--- config.mk ---
export PLATFORM = sky130hd
export DESIGN_NAME = vm_vend_ctrl
export DESIGN_NICKNAME = d
export VERILOG_FILES = /design/src/rtl/vm_vend_ctrl.sv
export SDC_FILE = /design/constraint.sdc
export NUM_CORES = 1
export LEC_CHECK = 0
export ABC_AREA = 1
export BUFFER_PORTS_ARGS = -buffer_cell sky130_fd_sc_hd__buf_2
export CAP_MARGIN = 15
export CORE_MARGIN = 3
export CORE_UTILIZATION = 55
export CTS_CLUSTER_DIAMETER = 60
export DETAILED_ROUTE_END_ITERATION = 8
export GPL_TIMING_DRIVEN = 0
export PLACE_DENSITY_LB_ADDON = 0.1
export SLEW_MARGIN = 0
export SYNTH_ARGS = -nofsm -noshare
export SYNTH_HDL_FRONTEND = slang
export SYNTH_SLANG_ARGS = --single-unit
--- constraint.sdc ---
create_clock -name clk -period 4 [get_ports clk]
set_clock_uncertainty 0.05 [all_clocks]
set_input_delay 0.4 -clock clk [delete_from_list [all_inputs] [get_ports clk]]
set_output_delay 0.4 -clock clk [all_outputs]
set_load 0.1 [all_outputs]
--- src/rtl/vm_vend_ctrl.sv ---
// -----------------------------------------------------------------------------
// vm_vend_ctrl -- vending machine controller
//
// Keeps a cents balance (0..100, multiple of 5) from inserted coins. It vends
// items priced (item+1)*10 cents, then returns change one coin per cycle,
// largest first. A refund request returns the whole balance as change.
//
// Ports
//   clk         in   system clock, all state updates on the rising edge
//   rst         in   synchronous active-high reset
//   coin[1:0]   in   coin this cycle: 00 none, 01 5c, 10 10c, 11 25c
//   item[1:0]   in   item code for a purchase request
//   item_valid  in   one-cycle purchase request
//   refund      in   one-cycle request to return the full balance
//   dollars[7:0] out balance / 100 (0 or 1)
//   cents[7:0]  out  balance % 100
//   disp_item   out  item being dispensed, meaningful while green=1
//   green       out  dispense strobe (VEND state)
//   blue        out  busy: VEND or CHANGE
//   red         out  registered one-cycle error pulse
//   chg_valid   out  one change coin is returned this cycle
//   chg_coin    out  code of the returned change coin
// -----------------------------------------------------------------------------
module vm_vend_ctrl (
   input  logic       clk,
   input  logic       rst,
   input  logic [1:0] coin,
   input  logic [1:0] item,
   input  logic       item_valid,
   input  logic       refund,
   output logic [7:0] dollars,
   output logic [7:0] cents,
   output logic [1:0] disp_item,
   output logic       green,
   output logic       blue,
   output logic       red,
   output logic       chg_valid,
   output logic [1:0] chg_coin
);

   typedef enum logic [1:0] {
      S_IDLE   = 2'd0,
      S_CREDIT = 2'd1,
      S_VEND   = 2'd2,
      S_CHANGE = 2'd3
   } state_t;

   localparam logic [7:0] MAX_BAL = 8'd100;

   state_t     state_q, state_d;
   logic [7:0] bal_q, bal_d;
   logic       red_q, red_d;
   logic [1:0] disp_item_q, disp_item_d;

   logic [7:0] coin_val;
   logic [7:0] coin_sum;
   logic       coin_fits;
   logic [7:0] price;
   logic [7:0] chg_val;
   logic [1:0] chg_code;

   // Value of the presented coin in cents.
   always_comb begin
      unique case (coin)
         2'b01:   coin_val = 8'd5;
         2'b10:   coin_val = 8'd10;
         2'b11:   coin_val = 8'd25;
         default: coin_val = 8'd0;
      endcase
   end

   // Balance never exceeds 100 and a coin is at most 25, so the sum fits 8 bits.
   assign coin_sum  = bal_q + coin_val;
   assign coin_fits = (coin_sum <= MAX_BAL);
   assign price     = ({6'd0, item} + 8'd1) * 8'd10;

   // Largest change coin not exceeding the balance.
   always_comb begin
      if (bal_q >= 8'd25) begin
         chg_val  = 8'd25;
         chg_code = 2'b11;
      end else if (bal_q >= 8'd10) begin
         chg_val  = 8'd10;
         chg_code = 2'b10;
      end else if (bal_q >= 8'd5) begin
         chg_val  = 8'd5;
         chg_code = 2'b01;
      end else begin
         chg_val  = 8'd0;
         chg_code = 2'b00;
      end
   end

   // State register. Reset overrides every input in the same edge, so an
   // interrupted vend or change sequence simply forfeits the remaining balance.
   always_ff @(posedge clk) begin
      // NOTE: sequential state uses non-blocking assignments so every flop
      // samples the pre-edge values regardless of statement order.
      if (rst) begin
         state_q     <= S_IDLE;
         bal_q       <= 8'd0;
         red_q       <= 1'b0;
         disp_item_q <= 2'b00;
      end else begin
         state_q     <= state_d;
         bal_q       <= bal_d;
         red_q       <= red_d;
         disp_item_q <= disp_item_d;
      end
   end

   // Next-state and balance logic.
   always_comb begin
      // NOTE: every signal gets a default before the case so no path can
      // leave it unassigned and infer a latch.
      state_d     = state_q;
      bal_d       = bal_q;
      red_d       = 1'b0;
      disp_item_d = disp_item_q;

      unique case (state_q)
         S_IDLE, S_CREDIT: begin
            // A coin is applied first; refund then sees the updated balance.
            if (coin != 2'b00) begin
               if (coin_fits) bal_d = coin_sum;
               else           red_d = 1'b1;
            end

            if (refund && (state_q == S_CREDIT)) begin
               // Balance is non-zero in CREDIT, so there is change to return.
               state_d = S_CHANGE;
            end else if (coin != 2'b00) begin
               // A coinciding purchase request is ignored in favour of the coin.
               if (bal_d != 8'd0) state_d = S_CREDIT;
            end else if (item_valid) begin
               if ((state_q == S_CREDIT) && (bal_q >= price)) begin
                  bal_d       = bal_q - price;
                  disp_item_d = item;
                  state_d     = S_VEND;
               end else begin
                  red_d = 1'b1;
               end
            end
         end

         S_VEND: begin
            if (coin != 2'b00) red_d = 1'b1;
            state_d = (bal_q != 8'd0) ? S_CHANGE : S_IDLE;
         end

         S_CHANGE: begin
            if (coin != 2'b00) red_d = 1'b1;
            bal_d = bal_q - chg_val;
            if (bal_d == 8'd0) state_d = S_IDLE;
         end

         default: state_d = S_IDLE;
      endcase
   end

   // Moore outputs decoded from registered state and balance.
   always_comb begin
      green     = (state_q == S_VEND);
      blue      = (state_q == S_VEND) || (state_q == S_CHANGE);
      chg_valid = (state_q == S_CHANGE);
      chg_coin  = (state_q == S_CHANGE) ? chg_code : 2'b00;
      if (bal_q >= MAX_BAL) begin
         dollars = 8'd1;
         cents   = bal_q - MAX_BAL;
      end else begin
         dollars = 8'd0;
         cents   = bal_q;
      end
   end

   assign red       = red_q;
   assign disp_item = disp_item_q;

endmodule

==> impl_metrics.toml <==
[yosys]
synthTopCellsByArea = "nand2_1 15%, ha_1 14%, dfxtp_1 12%"
syn_inst = 345
ys.flop_type = "dfxtp_1"
synth.distinct_cells = 37
yosysTopAreaCell = "nand2_1"
ys_ff_latch = 13
ys_seq_area_frac = 0.121
netlist_area_sq_mm = 0.00214
synth_top_area_frac = 0.152
synth_edf_count = 0
yosysMostFrequentCell = "nand2_1"
synth_common_cells = "87 x nand2_1, 54 x inv_1, 26 x a21oi_1, 25 x nor2_1, 24 x ha_1"
async_flop_share = 0
syn_avg_cell_area_sq_um = 6.21
ys.warnings.count = 0

[clock_tree]
ctsResizeCount = 0
clock_path_buffers = 2
path_clk_slew_ns = 0.06
clkLatencyLatePin_ns = 0.25
cts_num_sinks = 13
cts-root-buf = "clkbuf_8"
holdBufCountCts = 0
h-tree-depth = 1
cts_buffers = 3
cts_setup_buffers = 0
cts_tree = "done"

[routing]
post-route-drc-count = 0
routedWlPerCell_um = 12.9
vias = 2217
vias_per_cell = 5.20
wirelength_um = 5480
drt_iter0_drc = 156
ant_nets = 0
dr.pass1.iters = 5

[timing]
hold_viol_final = 0
final.period_utilization = 0.895
period_needed_ns = 3.58
drv_slew = 0
setup-tns-final_ns = 0
tightestPinTransition_ns = 0.536
max_freq_mhz = 279
relSlewSlack = 0.642
setup_viol = 0
rsz0062_at_grt = "false"

[run]
drv_cap = 0

[setup_path]
arrival_ns = 3.72
cp-end-kind = "register"
cp-start-kind = "register"
cp_max_fo = 10
rrSetupSlack_ns = 0.42
crit_type = "register to register"
crit_required_ns = 4.14

[die]
die_h_um = 68.4
dieArea_sq_mm = 0.00468
io_pins = 32
row_count = 22
core_sq_mm = 0.00372
die_w_um = 68.4
initial_core_util = 0.576

[outcome]
status = "finished clean"

[global_routing]
overflow = 0
grt_pass1_vias = 1928
antenna_found_initial = 0
grt_pass1_wl_um = 9160
grt_max_degree = 11
gr-usage-all-layers = 0.262

[place]
io_buffers = 23
gp_congestion = 0.937
dp_hpwl_um = 4480

[cells_and_area]
drive_above_1_share = 0.167
area_delta_synth_final_pct = 11.3
diodes = 0
fin_nets = 414
fin_util = 0.642

[min_path]
hold_path_class = "primary input to register"
## cell type report
cell class              instances  area [sq um]
clock buffers                   4          45.0
multi-input cells             266          1580
flip-flops and latches         13           260
well taps                      48          60.1
plain buffers                  15           113
fillers                       382          1330
repair buffers                 23           115
inverters                      57           214
## metal layers
metal	vias up	track usage	routed length, um
li1	1175	-	-
met1	962	0.370	2530
met2	74	0.412	2500
met3	6	0.0427	395
met4	0	0.0596	53
met5	-	0	0
## cells by family (layout without fill, tap and decap cells)
kind of cell / count (synthesis) / count (layout) / synth area share
AND/OR/NAND/NOR: 166 / 166 / 0.362
other: 1 / 7 / 0.00175
AO/OA/AOI/OAI: 53 / 53 / 0.141
XOR/XNOR: 13 / 13 / 0.0532
flip-flops: 13 / 13 / 0.121
buffers and inverters: 72 / 99 / 0.152
adder cells (fa/ha/maj): 27 / 27 / 0.168
## sequential cells by signal (all words and copies together) (netlist names)
signal / flops
disp_item: 2
state_q: 2
red: 1
bal_q: 8
## per-stage QoR
step | setup WS (ns) | cells | hold slack (ns) | cell area, sq um
finish | 0.422 | 426 | 0.334 | 2380
global route | 0.0237 | 426 | 0.346 | 2380
CTS | 0.427 | 426 | 0.339 | 2380
detailed placement | 0.452 | 422 | 0.478 | 2340
global placement | 0.440 | 422 | 0.478 | 2340
floorplan | 0.0566 | 351 | 0.467 | 2160
## path summary, 6_finish.rpt
check,from,endpoint,cells past startpoint
hold reg to reg,disp_item[1],disp_item[1],2
setup reg to reg,bal_q[2],state_q[1],18
hold / removal,rst,state_q[1],2
setup / recovery,bal_q[2],state_q[1],18
## placed cells by master, fill, tap and decap left out, drive strengths merged, types with 3 or more instances in the layout
cell type and instances:
nand2 98, inv 56, buf 35, a21oi 28, nor2 27, nand3 26
ha 24, xor2 13, dfxtp 13, o21ai 12, nand4 11, conb 7
clkbuf 7, o211ai 4, fa 3
## critical path: stages, from the launching register on
cell	delay, ns
dfxtp_1	0.66
inv_1	0.22
ha_1	0.26
nand2_1	0.07
nand2_1	0.05
a21oi_1	0.28
nand2_1	0.11
ha_1	0.18
inv_1	0.11
fa_1	0.43
inv_1	0.12
nand2_1	0.06
nor3_1	0.16
nand2_1	0.07
o21ai_1	0.11
nand3_1	0.11
nor2_1	0.23
nand3_1	0.13
a21oi_2	0.12
Power is not shown: default switching activity piles up to over one toggle a cycle in this logic, so the estimate is an artifact.
